File: src/rtl/uparc_fetch_pq.sv
// Instruction fetch stage with a prefetch queue: issues sequential IFU reads ahead of
// decode, buffers up to DEPTH {instr, pc, errors} entries, flushes and redirects on jump/exception.
module uparc_fetch_pq #(
  parameter int                    ADDR_WIDTH  = 32,
  parameter int                    INSTR_WIDTH = 32,
  parameter int                    DEPTH       = 4,
  parameter logic [ADDR_WIDTH-1:0] RESET_PC    = {ADDR_WIDTH{1'b0}}
) (
  input  logic                   clk,
  input  logic                   rst,
  input  logic [ADDR_WIDTH-1:0]  i_jump_addr,
  input  logic                   i_jump_valid,
  input  logic [ADDR_WIDTH-1:0]  i_except_haddr,
  input  logic                   i_except_valid,
  input  logic                   i_exec_stall,
  input  logic                   i_mem_stall,
  input  logic                   i_nullify,
  output logic                   o_fetch_stall,
  output logic                   o_bus_error,
  output logic                   o_addr_error,
  output logic [ADDR_WIDTH-1:0]  o_addr,
  output logic                   o_rd_cmd,
  input  logic                   i_busy,
  input  logic                   i_rsp_valid,
  input  logic [INSTR_WIDTH-1:0] i_instr_dat,
  input  logic                   i_err_align,
  input  logic                   i_err_bus,
  output logic                   o_valid,
  output logic [INSTR_WIDTH-1:0] o_instr,
  output logic [ADDR_WIDTH-1:0]  o_pc
);
  localparam int              PW      = $clog2(DEPTH);
  localparam int              CW      = $clog2(DEPTH + 1);
  localparam logic [CW-1:0]   DEPTH_C = CW'(DEPTH);

  logic [ADDR_WIDTH-1:0]  fetch_pc_r, req_pc_r;
  logic                   inflight_r, drop_r, halt_r;
  logic [PW-1:0]          rd_ptr_r, wr_ptr_r;
  logic [CW-1:0]          count_r;
  logic [INSTR_WIDTH-1:0] q_instr_r [DEPTH];
  logic [ADDR_WIDTH-1:0]  q_pc_r    [DEPTH];
  logic                   q_bus_r   [DEPTH];
  logic                   q_align_r [DEPTH];

  logic                   redirect_s, ready_s, pop_s, resp_s, push_s, free_s, rsp_err_s;
  logic                   issue_s, head_err_s;
  logic [ADDR_WIDTH-1:0]  target_s, issue_addr_s, fetch_pc_next_s;
  logic [CW-1:0]          cnt_next_s;

  assign redirect_s = i_except_valid || i_jump_valid;
  assign target_s   = i_except_valid ? i_except_haddr : i_jump_addr;
  assign ready_s    = !i_exec_stall && !i_mem_stall;
  assign o_valid    = (count_r != {CW{1'b0}});
  assign pop_s      = o_valid && ready_s && !redirect_s;
  // A response only counts against a request we actually issued since reset.
  assign resp_s     = i_rsp_valid && inflight_r;
  assign push_s     = resp_s && !drop_r && !redirect_s;
  assign free_s     = !inflight_r || i_rsp_valid;
  assign rsp_err_s  = i_err_bus || i_err_align;
  assign head_err_s = q_bus_r[rd_ptr_r] || q_align_r[rd_ptr_r];

  // Queue occupancy after this edge's flush/push/pop.
  always_comb begin
    cnt_next_s = count_r;
    if (redirect_s) begin
      cnt_next_s = {CW{1'b0}};
    end else if (push_s && !pop_s) begin
      cnt_next_s = count_r + CW'(1);
    end else if (!push_s && pop_s) begin
      cnt_next_s = count_r - CW'(1);
    end else begin
      cnt_next_s = count_r;
    end
  end

  // Issue decision and next fetch address; a faulting response stops fetch at once.
  always_comb begin
    issue_s         = 1'b0;
    issue_addr_s    = fetch_pc_r;
    fetch_pc_next_s = fetch_pc_r;
    if (redirect_s) begin
      if (free_s && !i_busy) begin
        issue_s         = 1'b1;
        issue_addr_s    = target_s;
        fetch_pc_next_s = target_s + ADDR_WIDTH'(4);
      end else begin
        fetch_pc_next_s = target_s;
      end
    end else if (!halt_r && !(push_s && rsp_err_s) && !i_busy && free_s && (cnt_next_s < DEPTH_C)) begin
      issue_s         = 1'b1;
      fetch_pc_next_s = fetch_pc_r + ADDR_WIDTH'(4);
    end else begin
      issue_s = 1'b0;
    end
  end

  // Head presentation: NOP when empty, redirecting, nullified or faulted.
  always_comb begin
    o_instr = {INSTR_WIDTH{1'b0}};
    if (o_valid && !redirect_s && !i_nullify && !head_err_s) begin
      o_instr = q_instr_r[rd_ptr_r];
    end else begin
      o_instr = {INSTR_WIDTH{1'b0}};
    end
  end

  assign o_pc          = o_valid ? q_pc_r[rd_ptr_r] : {ADDR_WIDTH{1'b0}};
  assign o_bus_error   = o_valid && q_bus_r[rd_ptr_r];
  assign o_addr_error  = o_valid && q_align_r[rd_ptr_r];
  assign o_fetch_stall = !o_valid;

  // Fetch control, request tracking and IFU command registers.
  always_ff @(posedge clk or posedge rst) begin
    if (rst) begin
      fetch_pc_r <= RESET_PC;
      req_pc_r   <= {ADDR_WIDTH{1'b0}};
      inflight_r <= 1'b0;
      drop_r     <= 1'b0;
      halt_r     <= 1'b0;
      o_rd_cmd   <= 1'b0;
      o_addr     <= {ADDR_WIDTH{1'b0}};
    end else begin
      fetch_pc_r <= fetch_pc_next_s;
      o_rd_cmd   <= issue_s;
      if (issue_s) begin
        o_addr     <= issue_addr_s;
        req_pc_r   <= issue_addr_s;
        inflight_r <= 1'b1;
      end else if (resp_s) begin
        inflight_r <= 1'b0;
      end
      if (redirect_s && inflight_r && !i_rsp_valid) begin
        drop_r <= 1'b1;
      end else if (resp_s) begin
        drop_r <= 1'b0;
      end
      if (redirect_s) begin
        halt_r <= 1'b0;
      end else if (push_s && rsp_err_s) begin
        halt_r <= 1'b1;
      end
    end
  end

  // Circular queue storage and pointers.
  always_ff @(posedge clk or posedge rst) begin
    if (rst) begin
      rd_ptr_r <= {PW{1'b0}};
      wr_ptr_r <= {PW{1'b0}};
      count_r  <= {CW{1'b0}};
      for (int i = 0; i < DEPTH; i++) begin
        q_instr_r[i] <= {INSTR_WIDTH{1'b0}};
        q_pc_r[i]    <= {ADDR_WIDTH{1'b0}};
        q_bus_r[i]   <= 1'b0;
        q_align_r[i] <= 1'b0;
      end
    end else begin
      count_r <= cnt_next_s;
      if (redirect_s) begin
        rd_ptr_r <= wr_ptr_r;
      end else begin
        if (pop_s) begin
          rd_ptr_r <= rd_ptr_r + PW'(1);
        end
        if (push_s) begin
          q_instr_r[wr_ptr_r] <= i_instr_dat;
          q_pc_r[wr_ptr_r]    <= req_pc_r;
          q_bus_r[wr_ptr_r]   <= i_err_bus;
          q_align_r[wr_ptr_r] <= i_err_align;
          wr_ptr_r            <= wr_ptr_r + PW'(1);
        end
      end
    end
  end
endmodule

File: config.mk
export PLATFORM = sky130hd
export DESIGN_NAME = uparc_fetch_pq
export DESIGN_NICKNAME = d
export VERILOG_FILES = /design/src/rtl/uparc_fetch_pq.sv
export SDC_FILE = /design/constraint.sdc
export NUM_CORES = 1
export LEC_CHECK = 0
export BUFFER_PORTS_ARGS = -buffer_cell sky130_fd_sc_hd__buf_2
export CORE_UTILIZATION = 45
export DETAILED_ROUTE_END_ITERATION = 7
export GPL_ROUTABILITY_DRIVEN = 0
export GPL_TIMING_DRIVEN = 0
export PLACE_DENSITY = 0.74
export SYNTH_ARGS = -nofsm -noshare
export SYNTH_HDL_FRONTEND = slang
export SYNTH_SLANG_ARGS = --single-unit
File: constraint.sdc
create_clock -name clk -period 16.8 [get_ports clk]
set_input_delay 0 -clock clk [delete_from_list [all_inputs] [get_ports clk]]
set_output_delay 0 -clock clk [all_outputs]
set_load 0.05 [all_outputs]
# After elaboration in Yosys (flattened, before gate mapping)
# Cells that the tools add are included.
[totals]
reg_bits = 339
inputBits = 107
elab_cells = 126
[op_classes]
n_addsub = 6
magnitude_cmp = 4
muxes = 41
bitwise_logic = 3
n_reduce_logical = 47
[op_table]
columns = ["cell", "n"]
rows = [
  ["$mux 32", 13],
  ["$bwmux 128", 2],
  ["$bmux 32 s2", 2],
  ["$add 32x3->32 const B", 2],
  ["$demux 32 s2", 1],
  ["$logic_and 1x1->1", 22],
  ["$logic_not 1->1", 14],
  ["$mux 1", 13],
  ["$reduce_bool 2->1", 5],
  ["$mux 3", 3],
  ["$bwmux 4", 2],
  ["$ge 3x3->1 const B", 2],
  ["$not 2->3", 2],
  ["$add 2x1->2 const B", 2],
  ["$bmux 1 s2", 2],
  ["$logic_or 1x1->1", 4],
  ["$mux 2", 2],
  ["$add 3x1->3 const B", 1],
  ["$lt 3x1->1 const B", 1],
  ["$lt 3x3->1 const B", 1],
  ["$reduce_bool 3->1", 1],
  ["$sub 3x1->3 const B", 1],
  ["$demux 1 s2", 1],
  ["$reduce_and 2->1", 1],
  ["$not 1->1", 1],
]

# Depth between registers and ports, before layout
[logic_depth]
ltp_word = 13
ltp_mapped = 11
ltp_nobuf = 9

# Worst setup path before layout
# Ideal clock, no wire load.
[synth_timing]
kind = "flip-flop to flip-flop"
start = "register count_r[0]"
end = "register req_pc_r[0]"
setup_time_ps = 125
arrival_time_ps = 2647
t_required_ps = 16675
setup_slack_ps = 14028
stages_incl_launch_ff = 12
cell_sequence = "dfrtp_1 inv_1 ha_1 nand2b_1 inv_1 o31a_1 mux2_4 xnor2_1 o211a_1 buf_2 buf_2 mux2_2"
[synth_between]
elab_chain_cells = 11
elab_cells_between_ends = 15
[synth_rtl]
columns = ["item", "line_no", "text"]
rows = [
  ["from (decl)", "39", "logic [CW-1:0] count_r;"],
  ["from (signal assigned)", "150", "count_r <= {CW{1'b0}};"],
  ["from (signal assigned)", "158", "count_r <= cnt_next_s;"],
  ["parallel branches: the longest is 5 deep, another holds $sub 3x1->3", "--", ""],
  ["$mux 3 *", "67", "end else if (push_s && !pop_s) begin"],
  ["$mux 3 *", "65", "if (redirect_s) begin"],
  ["$lt 3x3->1 *", "89", "end else if (!halt_r && !(push_s && rsp_err_s) && !i_busy && free_s && (cnt_next_s < DEPTH_C)) begin"],
  ["$logic_and 1x1->1 *", "89", ""],
  ["$mux 1 *", "89", ""],
  ["$mux 1 *", "81", "if (redirect_s) begin"],
  ["to (signal assigned)", "116", "req_pc_r <= {ADDR_WIDTH{1'b0}};"],
  ["to (signal assigned)", "127", "req_pc_r <= issue_addr_s;"],
  ["to (decl)", "36", "logic [ADDR_WIDTH-1:0] fetch_pc_r, req_pc_r;"],
]
# Mark *: on every way between the ends.
# A chain may end at the register's enable or synchronous reset.

# Worst setup path in the final report
[layout_timing]
start = "register rd_ptr_r[0]"
end = "output o_instr[29]"
[layout_between]
elab_chain_cells = 8
elab_cells_between_ends = 14
[layout_rtl]
columns = ["item", "line_no", "text"]
rows = [
  ["from (decl)", "38", "logic [PW-1:0] rd_ptr_r, wr_ptr_r;"],
  ["from (signal assigned)", "148", "rd_ptr_r <= {PW{1'b0}};"],
  ["from (signal assigned)", "160", "rd_ptr_r <= wr_ptr_r;"],
  ["from (signal assigned)", "163", "rd_ptr_r <= rd_ptr_r + PW'(1);"],
  ["$not 2->3 (not written as such) *", "60, 101", ""],
  ["$bmux 1 s2", "60", "assign head_err_s = q_bus_r[rd_ptr_r] || q_align_r[rd_ptr_r];"],
  ["$mux 1 (not written as such) (2 in series)", "60", ""],
  ["$logic_or 1x1->1", "60", ""],
  ["$logic_not 1->1", "100", "if (o_valid && !redirect_s && !i_nullify && !head_err_s) begin"],
  ["$logic_and 1x1->1", "100", ""],
  ["$mux 32 *", "100", ""],
  ["to (decl)", "29", "output logic [INSTR_WIDTH-1:0] o_instr,"],
]
# Every way passes the cells marked *; elsewhere a longest branch is shown, timed or not. The select of a mux whose other input is x is not followed.

==> run_results.csv <==
group,metric,value,unit
logic_synthesis,seq_area_frac_synth,0.503,
cts,numCtsBuffers,37,
logic_synthesis,syn_area_per_cell,12.9,um2
cts,ctsResizeCount,0,
setup_path,regToRegSetupSlack,13560,ps
timing,period_share,0.217,
finish,drive_above_1_share,0.399,
routing,via_per_inst,5.75,
setup_path,path_cells,"clkbuf_1 -> buf_1 -> buf_1 -> mux4_2 -> and3_1 -> buf_2",
timing,timing.setup.tns,0,ps
floorplanning,pin_count,208,
routing,drc_errors,0,
setup_path,critical_path.endpoint,"o_instr[29]",
timing,drv_slew,0,
logic_synthesis,syn-instance-count,1311,
setup_path,cp-start-kind,"flip-flop",
timing,fin_ws,13150,ps
global_routing,grt_max_degree,131,
placed_design,io_buffers,206,
power_and_ir_drop,power_leakage,0.00947,uW
setup_path,arrival,3650,ps
setup_path,r2r_cells,11,
setup_path,cp-end-kind,"primary output",
finish,design_area,0.0203,mm2
floorplanning,design.die.area,0.0383,mm2
setup_path,path_class,"reg -> out",
logic_synthesis,ys.flop_type,"dfrtp_1",
logic_synthesis,ys_ff_latch,339,
logic_synthesis,async_flop_share,1.00,
setup_path,max_stage_delay,810,ps
cts,post-cts-setup-buffers,0,
finish,postLayoutCoreUtil,0.552,
cts,cts_buffer_depth,3,
global_routing,first_global_vias,12400,
logic_synthesis,yosysUniqueCellTypes,52,
cts,cts_hold_buf,54,
timing,setup_viol,0,
finish,area_delta_synth_final,20.3,%
timing,hold_viol,0,
cts,cts_tree,"done",
timing,fin_skew,29.1,ps
setup_path,cp_data_required_time,16800,ps
floorplanning,initial_utilization,0.458,
timing,tightest_slew,1030,ps
timing,fmax,274,MHz
finish,layout_common_cells,"dfrtp_1, mux2_2, buf_2, clkbuf_1, mux4_2",
setup_path,path_depth,6,
timing,rsz0062_at_grt,"no",
logic_synthesis,syn_area,0.0169,mm2
global_routing,antenna_found_initial,2,
cts,clk_pin_slew_worst_paths,60,ps
placed_design,dp_slack,13560,ps
setup_path,startpoint,"rd_ptr_r[0]$_DFFE_PP0P_",
finish,nNetsFinal,1728,
timing,finalCriticalPeriod,3650,ps
floorplanning,design.core.area,0.0368,mm2
setup_path,rr_endpoint,"fetch_pc_r[18]$_DFFE_PP0P_",
global_routing,grt_pass1_wl,69200,um
min_path,min_path_type,"in -> reg",
logic_synthesis,ys_warn_count,0,
setup_path,cp_num_buf_inv,4,
placed_design,dp.cells,1987,
cts,root_buffer,"clkbuf_16",
routing,dr.pass1.iters,6,
logic_synthesis,synth_edf_count,0,
setup_path,reg2reg_from,"count_r[0]$_DFFE_PP0P_",
floorplanning,die_w,196,um
cts,cts_sinks,339,
setup_path,crit_slowest_cell,"buf_1",
cts,h-tree-depth,2,
setup_path,crit_path_max_fanout,10,
global_routing,grt_util_all_layers,0.231,
routing,detail-route-antenna-nets,0,
power_and_ir_drop,irDropWorstVdd,0.0750,mV
outcome,status,"complete, no violations",
setup_path,crit_family,"buffers and inverters",
routing,drt_iter0_markers,872,
timing,slew_headroom,0.310,
global_routing,gr-total-overflow,0,
setup_path,cp_common_cell,"buf_1",
floorplanning,die_y,196,um
placed_design,place_area,0.0185,mm2
finish,final_common_cell,"dfrtp_1",
cts,clkLatencyLatePin,530,ps
logic_synthesis,synth_nets,1427,
routing,drt-wirelength-per-cell,20.7,um
routing,vias,12100,
finish,layout.cells.non_filler,2109,
placed_design,hpwl,31200,um
job,cap_violations,0,
floorplanning,rows,70,
routing,drt_wl_total,43700,um
power_and_ir_drop,power.density,146,mW/mm2
==> cells by family after synthesis <==
kind of cell | after synthesis | share of synthesized area
flops | 339 | 0.503
fa+ha+maj | 11 | 0.00786
mux | 395 | 0.306
compound gates | 134 | 0.0489
xor+xnor | 29 | 0.0151
buf+inv | 100 | 0.0237
simple gates | 303 | 0.0953
==> power by group <==
| group | internal (uW) | switching (uW) | leakage, uW | total, uW |
|---|---|---|---|---|
| Sequential | 1120 | 179 | 0.00435 | 1290 |
| Clock | 467 | 332 | 0.000602 | 799 |
| Combinational | 463 | 397 | 0.00452 | 860 |
| Total | 2040 | 909 | 0.00947 | 2950 |
==> registers in the layout (all words and copies together), names as in the netlist <==
signal / count
q_bus_r: 4
fetch_pc_r: 32
o_rd_cmd: 1
wr_ptr_r: 2
rd_ptr_r: 2
drop_r: 1
q_align_r: 4
inflight_r: 1
count_r: 3
req_pc_r: 32
q_instr_r: 128
halt_r: 1
q_pc_r: 128
==> metrics by stage <==
| step | total power, uW | hold WS (ps) |
|---|---|---|
| 6_report | 2950 | 15.7 |
| 5_1_grt | 3100 | 38.1 |
| 4_1_cts | 2970 | 2.70 |
| 3_5_place_dp | 2160 | 148 |
| 3_3_place_gp | 2100 | 247 |
| 2_1_floorplan | 1910 | 89.8 |
==> layer usage <==
layer | global-route usage | vias up | routed length, um
li1 | - | 5471 | -
met1 | 0.303 | 6117 | 18200
met2 | 0.395 | 464 | 21700
met3 | 0.0404 | 70 | 2840
met4 | 0.0633 | 2 | 988
met5 | 0 | - | 13
==> worst min-delay path: cells and delay by family <==
kind                   cells  cell delay (ps)
multiplexers               1              190
buffers and inverters      1               80
XOR/XNOR                   1              120
AO/OA/AOI/OAI              1               80
==> worst min-delay path by stage <==
stage,start,endpoint,cells after the start
final,i_except_haddr[22],fetch_pc_r[22]$_DFFE_PP0P_,4
after global placement,i_rsp_valid,drop_r$_DFFE_PP0P_,2
after global routing,i_except_haddr[22],fetch_pc_r[22]$_DFFE_PP0P_,4
after CTS,i_except_haddr[22],fetch_pc_r[22]$_DFFE_PP0P_,4
after floorplan,i_rsp_valid,drop_r$_DFFE_PP0P_,1
after detailed placement,rst,q_instr_r[10]$_DFFE_PP0P_,2
==> Yosys cell counts (all sizes together) (20+ instances only) <==
library cell	number	area [um2]
a21oi	45	225
and2	36	225
and3	37	231
buf	20	100
clkbuf	67	251
dfrtp	339	8480
mux2	300	3390
mux2i	29	290
mux4	66	1490
nand2	53	199
nand3	29	145
nand4	22	138
nor2	64	240
o21ai	27	135
==> layout make-up <==
cell class,instances,area [um2]
inverters,13,56.3
clock inverters,18,138
plain buffers,87,352
repair buffers,262,1630
clock buffers,49,1070
diodes,1,2.50
fillers,3081,16500
flip-flops and latches,339,8480
well taps,468,586
multi-input cells,872,7980
Power figures use the tool's default switching activity.
